$ cat config.mk
export PLATFORM = sky130hd
export DESIGN_NAME = time_align_out_buffer
export DESIGN_NICKNAME = d
export VERILOG_FILES = /design/src/rtl/time_align_out_buffer.sv
export SDC_FILE = /design/constraint.sdc
export NUM_CORES = 1
export LEC_CHECK = 0
export ABC_AREA = 1
export BUFFER_PORTS_ARGS = -buffer_cell sky130_fd_sc_hd__clkbuf_2
export CAP_MARGIN = 20
export CORE_MARGIN = 2
export CORE_UTILIZATION = 58
export CTS_CLUSTER_SIZE = 30
export DETAILED_ROUTE_END_ITERATION = 10
export GPL_TIMING_DRIVEN = 0
export PLACE_DENSITY = 0.87
export SLEW_MARGIN = 20
export SYNTH_ARGS = -nofsm -noshare
export SYNTH_HDL_FRONTEND = slang
export SYNTH_SLANG_ARGS = --single-unit
$ cat constraint.sdc
create_clock -name clk_i -period 2.75 [get_ports clk_i]
set_input_delay 0.55 -clock clk_i [delete_from_list [all_inputs] [get_ports clk_i]]
set_output_delay 0.55 -clock clk_i [all_outputs]
set_load 0.005 [all_outputs]
$ cat src/rtl/time_align_out_buffer.sv
// time_align_out_buffer
// ---------------------
// Downstream stage of the two-stage time aligner. A sample-valid strobe is
// regenerated by delaying msb_valid_i by the aligner latency. Each aligned word
// is pushed into a first-word-fall-through FIFO, and the FIFO drains toward the
// sink. Words that arrive while the FIFO is full and not popping are dropped.
// Drops set a sticky flag and advance a saturating counter.
//
// Ports
//   clk_i        : clock, rising edge
//   reset_i      : synchronous active-high reset
//   msb_valid_i  : a new msb sample enters the aligner this cycle
//   din_i        : aligner output word {msb[2:0], lsb[2:0]}
//   clear_i      : synchronous clear of overflow_o / drop_cnt_o
//   m_valid_o    : head word available
//   m_ready_i    : sink accepts head word
//   m_data_o     : head word (zero while empty)
//   count_o      : occupancy, 0..DEPTH
//   full_o       : count_o == DEPTH
//   empty_o      : count_o == 0
//   overflow_o   : sticky, a word was dropped
//   drop_cnt_o   : number of dropped words, saturating
//
// Handshake: a word transfers on every rising edge where m_valid_o and
// m_ready_i are both high. While m_valid_o=1 and m_ready_i=0, m_data_o is held
// stable. m_ready_i has no effect while m_valid_o=0. m_valid_o does not depend
// on m_ready_i.
module time_align_out_buffer #(
  parameter int DATA_W    = 6,
  parameter int DEPTH     = 8,
  parameter int ALIGN_LAT = 1,
  parameter int CNT_W     = 8
) (
  input  logic                       clk_i,
  input  logic                       reset_i,
  input  logic                       msb_valid_i,
  input  logic [DATA_W-1:0]          din_i,
  input  logic                       clear_i,
  output logic                       m_valid_o,
  input  logic                       m_ready_i,
  output logic [DATA_W-1:0]          m_data_o,
  output logic [$clog2(DEPTH):0]     count_o,
  output logic                       full_o,
  output logic                       empty_o,
  output logic                       overflow_o,
  output logic [CNT_W-1:0]           drop_cnt_o
);

  localparam int PTR_W = $clog2(DEPTH);

  logic              w_aligned_vld;
  logic              w_full;
  logic              w_empty;
  logic              w_pop;
  logic              w_push;
  logic              w_drop;

  logic [DATA_W-1:0] r_mem [DEPTH];
  logic [PTR_W-1:0]  r_wr_ptr;
  logic [PTR_W-1:0]  r_rd_ptr;
  logic [PTR_W:0]    r_count;
  logic              r_overflow;
  logic [CNT_W-1:0]  r_drop_cnt;

  // Valid delay line matching the aligner latency; zero latency is a wire.
  if (ALIGN_LAT == 0) begin : g_no_dly
    assign w_aligned_vld = msb_valid_i;
  end else begin : g_dly
    logic [ALIGN_LAT-1:0] r_vld_dly;
    always_ff @(posedge clk_i) begin
      if (reset_i) begin
        r_vld_dly <= '0;
      end else begin
        r_vld_dly[0] <= msb_valid_i;
        for (int i = 1; i < ALIGN_LAT; i++) begin
          r_vld_dly[i] <= r_vld_dly[i-1];
        end
      end
    end
    assign w_aligned_vld = r_vld_dly[ALIGN_LAT-1];
  end

  assign w_full  = (r_count == (PTR_W+1)'(DEPTH));
  assign w_empty = (r_count == '0);
  assign w_pop   = !w_empty && m_ready_i;
  // A pop in the same cycle frees a slot, so a full FIFO still accepts.
  assign w_push  = w_aligned_vld && (!w_full || w_pop);
  assign w_drop  = w_aligned_vld && w_full && !w_pop;

  // Storage is not reset; the empty mask on m_data_o covers stale contents.
  always_ff @(posedge clk_i) begin
    if (w_push && !reset_i) begin
      r_mem[r_wr_ptr] <= din_i;
    end
  end

  always_ff @(posedge clk_i) begin
    if (reset_i) begin
      r_wr_ptr <= '0;
      r_rd_ptr <= '0;
      r_count  <= '0;
    end else begin
      if (w_push) r_wr_ptr <= r_wr_ptr + PTR_W'(1);
      if (w_pop)  r_rd_ptr <= r_rd_ptr + PTR_W'(1);
      case ({w_push, w_pop})
        2'b10:   r_count <= r_count + (PTR_W+1)'(1);
        2'b01:   r_count <= r_count - (PTR_W+1)'(1);
        default: r_count <= r_count;
      endcase
    end
  end

  // A drop in the same cycle as clear_i wins over the clear.
  always_ff @(posedge clk_i) begin
    if (reset_i) begin
      r_overflow <= 1'b0;
      r_drop_cnt <= '0;
    end else if (clear_i) begin
      r_overflow <= w_drop;
      r_drop_cnt <= w_drop ? CNT_W'(1) : '0;
    end else if (w_drop) begin
      r_overflow <= 1'b1;
      if (r_drop_cnt != '1) r_drop_cnt <= r_drop_cnt + CNT_W'(1);
    end
  end

  assign m_valid_o  = !w_empty;
  assign m_data_o   = w_empty ? '0 : r_mem[r_rd_ptr];
  assign count_o    = r_count;
  assign full_o     = w_full;
  assign empty_o    = w_empty;
  assign overflow_o = r_overflow;
  assign drop_cnt_o = r_drop_cnt;

endmodule

==> impl_metrics.py <==
metrics = {
    "timing": {
        "final_critical_path_setup_slack_ns": 0.1628,
        "drv_slew": 0,
        "final.setup.tns_ns": 0,
        "worst_slew_margin_rel_pct": 32.80,
        "layout_min_cycle_time_ns": 2.587,
        "worst_margin_pin_slew_ns": 1.000,
        "report.final.hold_viol_count": 0,
        "timing.final.crit_share_pct": 94.08,
        "finClkSkew_ns": 0.008042,
        "setup_viol_count_final": 0,
        "grt_setup_unrepaired": "no",
        "fmaxAchievable_ghz": 0.3865,
    },
    "routing": {
        "drt_first_pass_iters": 5,
        "detail_route.wirelength_um": 6122,
        "detailroute.via_count": 2351,
        "detail_route.vias_per_cell": 5.493,
        "detail_route.drc_violations": 0,
        "drt_iter0_markers": 251,
        "final_antenna_violating_net_count": 0,
        "avgRoutedWirePerCell_um": 14.30,
    },
    "global_routing": {
        "grt_overflow": 0,
        "largest_net_degree_at_the_start_of_global_routing": 12,
        "grt_util_met3_pct": 5.095,
        "grt_pass1_vias": 2200,
        "grt_first_pass_wirelength_um": 10200,
        "grt_most_used_layer": "met2",
        "grt_util_all_layers_pct": 22.59,
        "met1_usage_pct": 28.21,
        "grt_use_met2_pct": 37.61,
        "grt_antenna_before_repair": 0,
    },
    "logic_synthesis": {
        "synthDistinctLibCells": 28,
        "synth-seq-cells": 71,
        "syn-mean-instance-area_sq_um": 9.872,
        "mappedNetlistNets": 325,
        "mappedNetlistArea_sq_um": 3060,
        "post_synth_inst_count": 310,
        "synth_seq_area_share_pct": 62.14,
        "synth_warnings": 0,
    },
    "final_layout": {
        "share_of_post_route_cells_with_drive_strength_above_1_pct": 15.92,
        "layout.nets": 368,
        "final_area_sq_um": 3512,
        "fillCellCount": 397,
        "finalNonFillerCells": 428,
        "areaGrowthSynthToFinish_pct": 14.76,
        "antennaDiodeCount": 0,
        "final_common_cell": "sky130_fd_sc_hd__nor2_1",
        "layout_common_cells": "57 x sky130_fd_sc_hd__nor2_1, 48 x sky130_fd_sc_hd__edfxtp_1, 40 x sky130_fd_sc_hd__nand2_1, 38 x sky130_fd_sc_hd__o21ai_0, 33 x sky130_fd_sc_hd__clkbuf_2",
    },
    "power_and_ir_drop": {
        "pwr-share-seq_pct": 43.9,
        "vdd_drop_max_mv": 0.6086,
        "netSwitchingFraction_pct": 32.61,
        "pwr-share-comb_pct": 27.5,
        "fin_total_pwr_mw": 2.892,
        "internal-power_mw": 1.949,
        "static-leakage-power_nw": 1.323,
        "power_per_cell_area_nw_per_um2": 823.4,
        "switchingPower_mw": 0.9429,
        "power.share.clock_pct": 28.6,
    },
    "floorplan": {
        "initial_utilization_pct": 59.92,
        "die-area_sq_um": 5874,
        "count_of_boundary_i_o_pins": 33,
        "x_dimension_of_the_die_um": 76.64,
        "die_h_um": 76.64,
        "core_area_sq_um": 5107,
        "fp-row-count": 26,
    },
    "setup_path": {
        "timing.critical_path.required_ns": 2.20,
        "kind_of_critical_path": "register to output pin",
        "cp.arrival_ns": 2.04,
        "cp-start-kind": "register",
        "rrSetupSlack_ns": 0.20,
        "timing.critical_path.to_type": "output pin",
        "worstPathMaxFanout": 10,
    },
    "place": {
        "dp_cells": 412,
        "hpwlAfterDp_um": 4130,
        "gpl.final_weighted_congestion": 0.8225,
        "dpl_worst_slack_ns": 0.1867,
        "dpl_cell_area_sq_um": 3308,
        "buffer_ports.inserted": 32,
    },
    "clock_network": {
        "numCtsBuffers": 9,
        "h_tree_levels": 3,
        "clock_latency_on_the_worst_skew_pair_ns": 0.35,
        "holdBufCountCts": 0,
        "clkSinkCount": 71,
        "cts_tree": "done",
        "worst_setup_hold_path_clk_slew_ns": 0.07,
        "ctsRootBufferMaster": "sky130_fd_sc_hd__clkbuf_8",
        "number_of_post_cts_setup_repair_buffers": 0,
        "cts_max_path_buffers": 2,
    },
    "flow_run": {
        "max-cap-violations": 0,
    },
    "status": {
        "status": "completed",
    },
    "worst_hold_path": {
        "holdCritPathClass": "input pin to register",
    },
}
[cell type report]
class,instances,area (sq um),area share [%]
repair buffers,32,160.2,4.560
clock buffers,11,151.4,4.311
clock inverters,5,46.29,1.318
inverters,28,105.1,2.993
flip-flops and latches,71,1902,54.15
multi-input cells,202,1017,28.96
plain buffers,9,42.54,1.211
well taps,70,87.58,2.494
[critical path: stages, from the launching register on]
cell                       delay, ns
sky130_fd_sc_hd__dfxtp_1        0.40
sky130_fd_sc_hd__clkbuf_1       0.42
sky130_fd_sc_hd__o21ai_0        0.19
sky130_fd_sc_hd__o22ai_1        0.24
sky130_fd_sc_hd__o21ai_0        0.13
sky130_fd_sc_hd__a31oi_1        0.17
sky130_fd_sc_hd__clkbuf_2       0.13
[synthesized netlist by cell type]
| master | count | area, sq um |
|---|---|---|
| sky130_fd_sc_hd__nor2_1 | 57 | 214.0 |
| sky130_fd_sc_hd__edfxtp_1 | 48 | 1441 |
| sky130_fd_sc_hd__nand2_1 | 40 | 150.1 |
| sky130_fd_sc_hd__o21ai_0 | 38 | 190.2 |
| sky130_fd_sc_hd__inv_1 | 26 | 97.59 |
| sky130_fd_sc_hd__dfxtp_1 | 23 | 460.4 |
| sky130_fd_sc_hd__a21oi_1 | 15 | 75.07 |
| sky130_fd_sc_hd__nand3_1 | 10 | 50.05 |
| sky130_fd_sc_hd__clkbuf_1 | 8 | 30.03 |
| sky130_fd_sc_hd__a31oi_1 | 6 | 37.54 |
| sky130_fd_sc_hd__o22ai_1 | 6 | 37.54 |
| sky130_fd_sc_hd__nor3_1 | 5 | 25.02 |
| sky130_fd_sc_hd__xor2_1 | 5 | 43.79 |
| sky130_fd_sc_hd__ha_1 | 4 | 50.05 |
| sky130_fd_sc_hd__nand2_2 | 3 | 18.77 |
| sky130_fd_sc_hd__nand4_1 | 3 | 18.77 |
| sky130_fd_sc_hd__inv_2 | 2 | 7.510 |
| sky130_fd_sc_hd__a22o_1 | 1 | 8.760 |
| sky130_fd_sc_hd__buf_6 | 1 | 11.26 |
| sky130_fd_sc_hd__nand2_4 | 1 | 11.26 |
| sky130_fd_sc_hd__nand4_2 | 1 | 12.51 |
| sky130_fd_sc_hd__nor2_4 | 1 | 11.26 |
| sky130_fd_sc_hd__nor3b_1 | 1 | 7.510 |
| sky130_fd_sc_hd__nor4_4 | 1 | 21.27 |
| sky130_fd_sc_hd__o211ai_1 | 1 | 7.510 |
| sky130_fd_sc_hd__o21ai_1 | 1 | 5.000 |
| sky130_fd_sc_hd__o21bai_1 | 1 | 7.510 |
| sky130_fd_sc_hd__xnor2_1 | 1 | 8.760 |
[registers in the layout, summed over array words and instances, names as in the netlist, named ones only]
signal	count
drop_cnt_o	8
r_wr_ptr	3
g_dly.r_vld_dly	1
r_rd_ptr	3
r_mem	48
count_o	4
overflow_o	1
[per-layer routing]
layer | vias up | routed length [um]
met2 | 78 | 3016
met4 | 0 | 108
li1 | 1151 | -
met1 | 1110 | 2652
met3 | 12 | 344
met5 | - | 0
[cell families (layout without fill, tap and decap cells)]
| logic type | count (synthesis) | after routing | synth area share [%] |
|---|---|---|---|
| AOI/OAI and AO/OA | 69 | 69 | 12.06 |
| DFF | 71 | 71 | 62.14 |
| buffers and inverters | 37 | 85 | 4.783 |
| xor gates and xnor gates | 6 | 6 | 1.717 |
| adders and majority gates | 4 | 4 | 1.635 |
| and+or+nand+nor | 123 | 123 | 17.66 |
[power groups by stage]
stage	registers, mW	logic, mW	clock network [mW]
detailed placement	1.29	0.781	0
finish	1.27	0.795	0.828
global route	1.28	0.892	0.877
floorplan	1.27	0.525	0
global placement	1.29	0.757	0
CTS	1.27	0.786	0.830
[timing repair]
item | in CTS | in global routing
resized for setup | 0 | 3
endpoints found under the hold margin | 0 | 0
endpoints found under the setup margin | 0 | 7
[stage by stage]
stage,utilization (%),hold slack (ns)
global placement,64.77,0.4495
CTS,68.64,0.3895
finish,68.77,0.3888
detailed placement,64.77,0.4716
global route,68.77,0.3937
floorplan,-,0.4334
[path summary, 6_finish.rpt]
kind	startpoint	endpoint	cells after the start
setup / recovery	register	m_data_o[4]	6
hold / removal	msb_valid_i	g_dly.r_vld_dly	3
setup reg to reg	count_o[0]	r_mem[2][2]	8
hold reg to reg	r_rd_ptr[2]	register	2
No activity file was read; power rests on OpenSTA's default activity.
